$ cat src/rtl/input_loader.sv
// rtl/input_loader.sv - gathers N stream words into a vector and launches it to the controller
// Optional LOADER_PREFETCH_EN: second bank so the next vector fills while the current one computes.
module input_loader #(
  parameter int N  = 4,
  parameter int W  = 8,
  parameter int CW = 8
) (
  input  logic           clk,
  input  logic           rst,
  input  logic [W-1:0]   in_data,
  input  logic           in_valid,
  output logic           in_ready,
  input  logic           done,
  output logic           start,
  output logic [N*W-1:0] vec_out,
  output logic           busy,
  output logic [CW-1:0]  vec_cnt
);
  localparam int IW = (N > 1) ? $clog2(N) : 1;

`ifdef LOADER_PREFETCH_EN
  typedef enum logic [1:0] {S_FILL, S_LAUNCH, S_WAIT, S_FULL} state_t;
`else
  typedef enum logic [1:0] {S_FILL, S_LAUNCH, S_WAIT} state_t;
`endif

  state_t              r_state, w_state_nxt;
  logic [IW-1:0]       r_idx, w_idx_nxt;
  logic                r_live;
  logic                r_done_q;
  logic                r_start;
  logic                r_busy;
  logic [CW-1:0]       r_vec_cnt;
  logic [N-1:0][W-1:0] r_bank, w_bank_nxt;
  logic                w_accept;
  logic                w_last;
  logic                w_done_rise;

  // r_live keeps in_ready low until the first edge after reset release.
`ifdef LOADER_PREFETCH_EN
  logic [N-1:0][W-1:0] r_active;
  assign in_ready = r_live & ((r_state == S_FILL) | (r_state == S_WAIT));
  assign vec_out  = r_active;
`else
  assign in_ready = r_live & (r_state == S_FILL);
  assign vec_out  = r_bank;
`endif

  assign w_accept    = in_valid & in_ready;
  assign w_last      = w_accept & (r_idx == IW'(N - 1));
  assign w_done_rise = done & ~r_done_q;
  assign start       = r_start;
  assign busy        = r_busy;
  assign vec_cnt     = r_vec_cnt;

  always_comb begin
    w_state_nxt = r_state;
    w_idx_nxt   = r_idx;
    w_bank_nxt  = r_bank;
    if (w_accept) begin
      w_bank_nxt[r_idx] = in_data;
      w_idx_nxt         = w_last ? '0 : r_idx + IW'(1);
    end
    case (r_state)
      S_FILL:   if (w_last) w_state_nxt = S_LAUNCH;
      S_LAUNCH: w_state_nxt = S_WAIT;
`ifdef LOADER_PREFETCH_EN
      S_WAIT: begin
        if (w_done_rise)  w_state_nxt = w_last ? S_LAUNCH : S_FILL;
        else if (w_last)  w_state_nxt = S_FULL;
      end
      S_FULL:   if (w_done_rise) w_state_nxt = S_LAUNCH;
`else
      S_WAIT:   if (w_done_rise) w_state_nxt = S_FILL;
`endif
      default:  w_state_nxt = S_FILL;
    endcase
  end

  always_ff @(posedge clk or negedge rst) begin
    if (!rst) begin
      r_state   <= S_FILL;
      r_idx     <= '0;
      r_live    <= 1'b0;
      r_done_q  <= 1'b0;
      r_start   <= 1'b0;
      r_busy    <= 1'b0;
      r_vec_cnt <= '0;
      r_bank    <= '0;
`ifdef LOADER_PREFETCH_EN
      r_active  <= '0;
`endif
    end else begin
      r_state   <= w_state_nxt;
      r_idx     <= w_idx_nxt;
      r_live    <= 1'b1;
      r_done_q  <= done;
      r_bank    <= w_bank_nxt;
      r_start   <= (w_state_nxt == S_LAUNCH);
      r_busy    <= (w_state_nxt != S_FILL);
      if (w_state_nxt == S_LAUNCH) begin
        r_vec_cnt <= r_vec_cnt + CW'(1);
`ifdef LOADER_PREFETCH_EN
        r_active  <= w_bank_nxt;
`endif
      end
    end
  end
endmodule

$ cat config.mk
export PLATFORM = sky130hd
export DESIGN_NAME = input_loader
export DESIGN_NICKNAME = d
export VERILOG_FILES = /design/src/rtl/input_loader.sv
export SDC_FILE = /design/constraint.sdc
export NUM_CORES = 1
export LEC_CHECK = 0
export ABC_AREA = 0
export CORE_MARGIN = 10
export CORE_UTILIZATION = 30
export CTS_BUF_LIST = sky130_fd_sc_hd__clkbuf_4 sky130_fd_sc_hd__clkbuf_8
export CTS_CLUSTER_DIAMETER = 200
export DETAILED_ROUTE_END_ITERATION = 10
export SYNTH_ARGS = -nofsm -noshare
export SYNTH_HDL_FRONTEND = slang
export SYNTH_SLANG_ARGS = --single-unit
$ cat constraint.sdc
create_clock -name clk -period 2 [get_ports clk]
set_clock_uncertainty 0.15 [all_clocks]
set_input_delay 0.4 -clock clk [delete_from_list [all_inputs] [get_ports clk]]
set_output_delay 0.4 -clock clk [all_outputs]
set_load 0.005 [all_outputs]
-- Word-level counts from Yosys, hierarchy flattened
Cells that the tools add are included.
- register bits after elaboration: 48
- output and inout port bits: 43
- word-level logic and storage cells: 34
- $add $sub $neg: 2
- order comparisons: 2
- equality and inequality tests: 4
- muxes and demuxes: 7
- bitwise logic cells: 5
- reductions and logical operators: 3
- operator list (operator ; count):
    $bwmux 32 ; 1
    $demux 8 s2 ; 1
    $add 8x1->8 const B ; 1
    $mux 8 ; 1
    $mux 2 ; 3
    $pmux 2 s3 ; 1
    $and 1x1->1 ; 4
    $eq 2x1->1 const B ; 2
    $eq 2x2->1 const B ; 2
    $lt 2x3->1 const B ; 1
    $add 2x1->2 const B ; 1
    $ge 2x1->1 const B ; 1
    $logic_not 2->1 ; 1
    $reduce_bool 2->1 ; 1
    $logic_and 1x1->1 ; 1
    $not 1->1 ; 1

-- Logic depth before layout (Yosys ltp)
- depth in word-level cells: 7
- gate-level depth with buffers: 5

-- Worst setup path after synthesis
Ideal clock, no wire load.
- path type: input to register
- start: input in_valid
- end: register r_bank, in the netlist vec_out[24]
- library setup time: 125 ps
- data arrival time: 1285 ps
- slack: 440 ps
- cell stages on the path: 5
- buffers on the path: 2
- path through: and4bb_2 buf_6 nand2_1 buf_4 mux2_2
- longest elaborated chain between the ends: 1
- ends and longest elaborated chain (what ; line ; RTL):
    start, declared ; 11 ; input logic in_valid,
    $and 1x1->1 ; 49 ; assign w_accept = in_valid & in_ready;
    end signal, assigned ; 98 ; r_bank <= w_bank_nxt;
    end, declared ; 34 ; logic [N-1:0][W-1:0] r_bank, w_bank_nxt;
No other way between the ends.
A chain may end at the register's enable or synchronous reset.

-- Worst setup path in the final report
- start: register r_vec_cnt[0] (netlist: vec_cnt[0])
- end: output vec_cnt[0]
- RTL lines (what ; line ; RTL):
    start, declared ; 33 ; logic [CW-1:0] r_vec_cnt;
    start signal, assigned ; 102 ; r_vec_cnt <= r_vec_cnt + CW'(1);
    end, declared ; 17 ; output logic [CW-1:0] vec_cnt
No word-level cell between the ends.

==> metrics.cfg <==
[run_status]
status = complete, no violations

[logic_synthesis]
synth_top_area_share = 0.635
postSynthCellCount = 126
synth_edf_count = 0
synth_area_leaders = dfrtp_1 (63%), mux2_2 (20%), ha_1 (3.3%)
yosys_warnings = 0
synth_commonest_cells = dfrtp_1 (48), mux2_2 (33), xnor2_1 (7), ha_1 (5), inv_1 (5)
ys_types = 24
ys_async_sr_fraction = 1.00
synth-main-ff-cell = dfrtp_1
yosysMostFrequentCell = dfrtp_1
syn_area_sq_um = 1890
syn_area_per_cell_sq_um = 15.0
ys_ff_latch = 48
synth_largest_area_cell = dfrtp_1
yosysSeqAreaShare = 0.635
synth_nets = 143

[grt]
gr-total-overflow = 0
grt_pass1_wl_mm = 7.36
antenna_found_initial = 0
grt_usage = 0.0938
grt_max_degree = 30
grt_pass1_vias = 1375

[clock_network]
cts_setup_buffers = 0
clock_latency_ps = 300
cts_tree = yes
root_buffer = clkbuf_8
clock_sinks = 48
cts-htree-levels = 2
cts_made_buffers = 5
clk_path_buf_depth = 2
path_clk_slew_ps = 80

[worst_setup_path]
crit_path_end_kind = output pin
arrival_ps = 1270
path_depth = 1
cpLargestDelayFamily = buffers and inverters
cp_cell_sequence = clkdlybuf4s50_1
critPathMaxFanout = 4
ff2ff_path_depth = 4
cp_slowest_stage_delay_ps = 540
required_ps = 1450
r2r-start = r_state[1]$_DFF_PN0_
cp-start-kind = flip-flop
worstReg2RegEnd = vec_out[31]$_DFFE_PN0P_
reg2reg_slack_ps = 350
critical_path_class = reg -> out
cp.buffers_inverters = 1
cpMaxStageDelayCell = clkdlybuf4s50_1

[floorplanning]
die_w_microns = 99.4
rows = 28
initial_core_util = 0.314
chipHeight_microns = 99.4
coreArea_sq_um = 6030
io_pins = 55
die-area_sq_um = 9880

[worst_hold_path]
worstHoldStart = vec_cnt[7]$_DFFE_PN0N_
holdCritPathClass = reg -> reg
min_to = vec_cnt[7]$_DFFE_PN0N_
whs_path_depth = 1

[timing]
grt_setup_unrepaired = false
timing.fmax_ghz = 0.549
finalHoldViolations = 0
min_period_ps = 1820
setup_viol = 0
tns_ps = 0
final-max-slew-violation-count = 0
fin_crit_sh = 0.911

[route]
routed_via_density = 4.51
vias = 1191
wire_per_inst_microns = 16.8
ant_nets = 0
drc_errors = 0
routed_wl_mm = 4.42
first_pass_iters = 4
first_iter_violations = 23

[pwr]
power-per-cell-area_nw_per_um2 = 1390
peakVddDrop_mv = 0.743
leakage_nw = 1.18

[final_layout]
multi_input_area_sq_um = 648
area_growth_pct = 39.8
fillers = 570
antenna_cells = 0
drive_gt1_frac = 0.259
seqCellArea_sq_um = 1200
num-nets-final = 206
fin_util = 0.439

[place]
gp_congestion = 0.748
hpwl_mm = 3.35
io_buffers = 54

[flow_run]
drv_cap = 0

[through the flow]
| stage | hold slack (ps) | setup WS, ps | std cells | power, mW | area (sq um) |
|---|---|---|---|---|---|
| after floorplan | -45.6 | 440 | 126 | 2.13 | 1890 |
| after global placement | 226 | -17.1 | 256 | 3.08 | 2540 |
| after detailed placement | 234 | -37.4 | 256 | 3.11 | 2540 |
| after CTS | 344 | 162 | 264 | 3.74 | 2650 |
| after global routing | 374 | 104 | 264 | 3.94 | 2650 |
| final | 339 | 179 | 264 | 3.67 | 2650 |
[routing by layer]
layer	GRT usage	part of all wire
met4	0.0364	0.012
met2	0.142	0.45
met3	0.0609	0.12
met1	0.103	0.42
met5	0	0
[sequential cells by signal, summed over array words and instances, names as in the netlist]
register  count
r_idx         2
vec_cnt       8
r_done_q      1
busy          1
r_live        1
start         1
vec_out      32
r_state       2
[power breakdown]
| group | leakage [nW] | switching, mW | internal [mW] |
|---|---|---|---|
| Sequential | 0.597 | 0.239 | 1.36 |
| Combinational | 0.535 | 0.470 | 0.987 |
| Clock | 0.0503 | 0.300 | 0.308 |
| Total | 1.18 | 1.01 | 2.66 |
[area by class of cell]
| type | count | area share |
|---|---|---|
| Clock buffer | 7 | 0.0364 |
| Inverter | 5 | 0.00710 |
| Multi-Input combinational cell | 70 | 0.245 |
| Sequential cell | 48 | 0.454 |
| Tap cell | 75 | 0.0355 |
| Timing Repair Buffer | 59 | 0.222 |
[timing repair]
item,4_1_cts,5_1_grt
resized for setup,1,0
endpoints found under the setup margin,1,0
hold buffers,1,0
hold endpoints to repair,19,0
[cell usage in the layout (no fill, tap or decap), drive strengths merged]
cell type      instances
nor2                   1
clkdlybuf4s50         52
and4bb                 1
clkbuf                 7
and3                   1
dfrtp                 48
a21o                   1
and4                   1
a21oi                  1
xnor2                  7
conb                   1
nand2                  6
nand4                  4
a211o                  1
inv                    5
dlygate4sd3            1
and2                   1
mux2                  33
o21ai                  2
nand3                  2
nor3b                  1
and2b                  1
dlygate4sd2            1
buf                    5
ha                     5
[cell families (layout without fill, tap and decap cells)]
kind of cell	after synthesis	in the layout	share of synthesized area
AO/OA/AOI/OAI	5	5	0.0165
other	1	1	0.00198
XOR/XNOR	7	7	0.0324
flip-flops	48	48	0.635
AND/OR/NAND/NOR	19	19	0.0622
multiplexers	33	33	0.196
adder cells (fa/ha/maj)	5	5	0.0331
buffers and inverters	8	71	0.0225
[how the worst max path moves through the flow]
stage | startpoint | end | slack [ps]
6_report | vec_cnt[0]$_DFFE_PN0N_ | vec_cnt[0] | 180
5_1_grt | vec_cnt[0]$_DFFE_PN0N_ | vec_cnt[0] | 100
4_1_cts | vec_cnt[0]$_DFFE_PN0N_ | vec_cnt[0] | 160
3_5_place_dp | in_valid | vec_out[29]$_DFFE_PN0P_ | -40
3_3_place_gp | in_valid | vec_cnt[1]$_DFFE_PN0N_ | -20
2_1_floorplan | in_valid | vec_out[24]$_DFFE_PN0P_ | 440
Note: power is estimated with default switching activity, not from simulation.
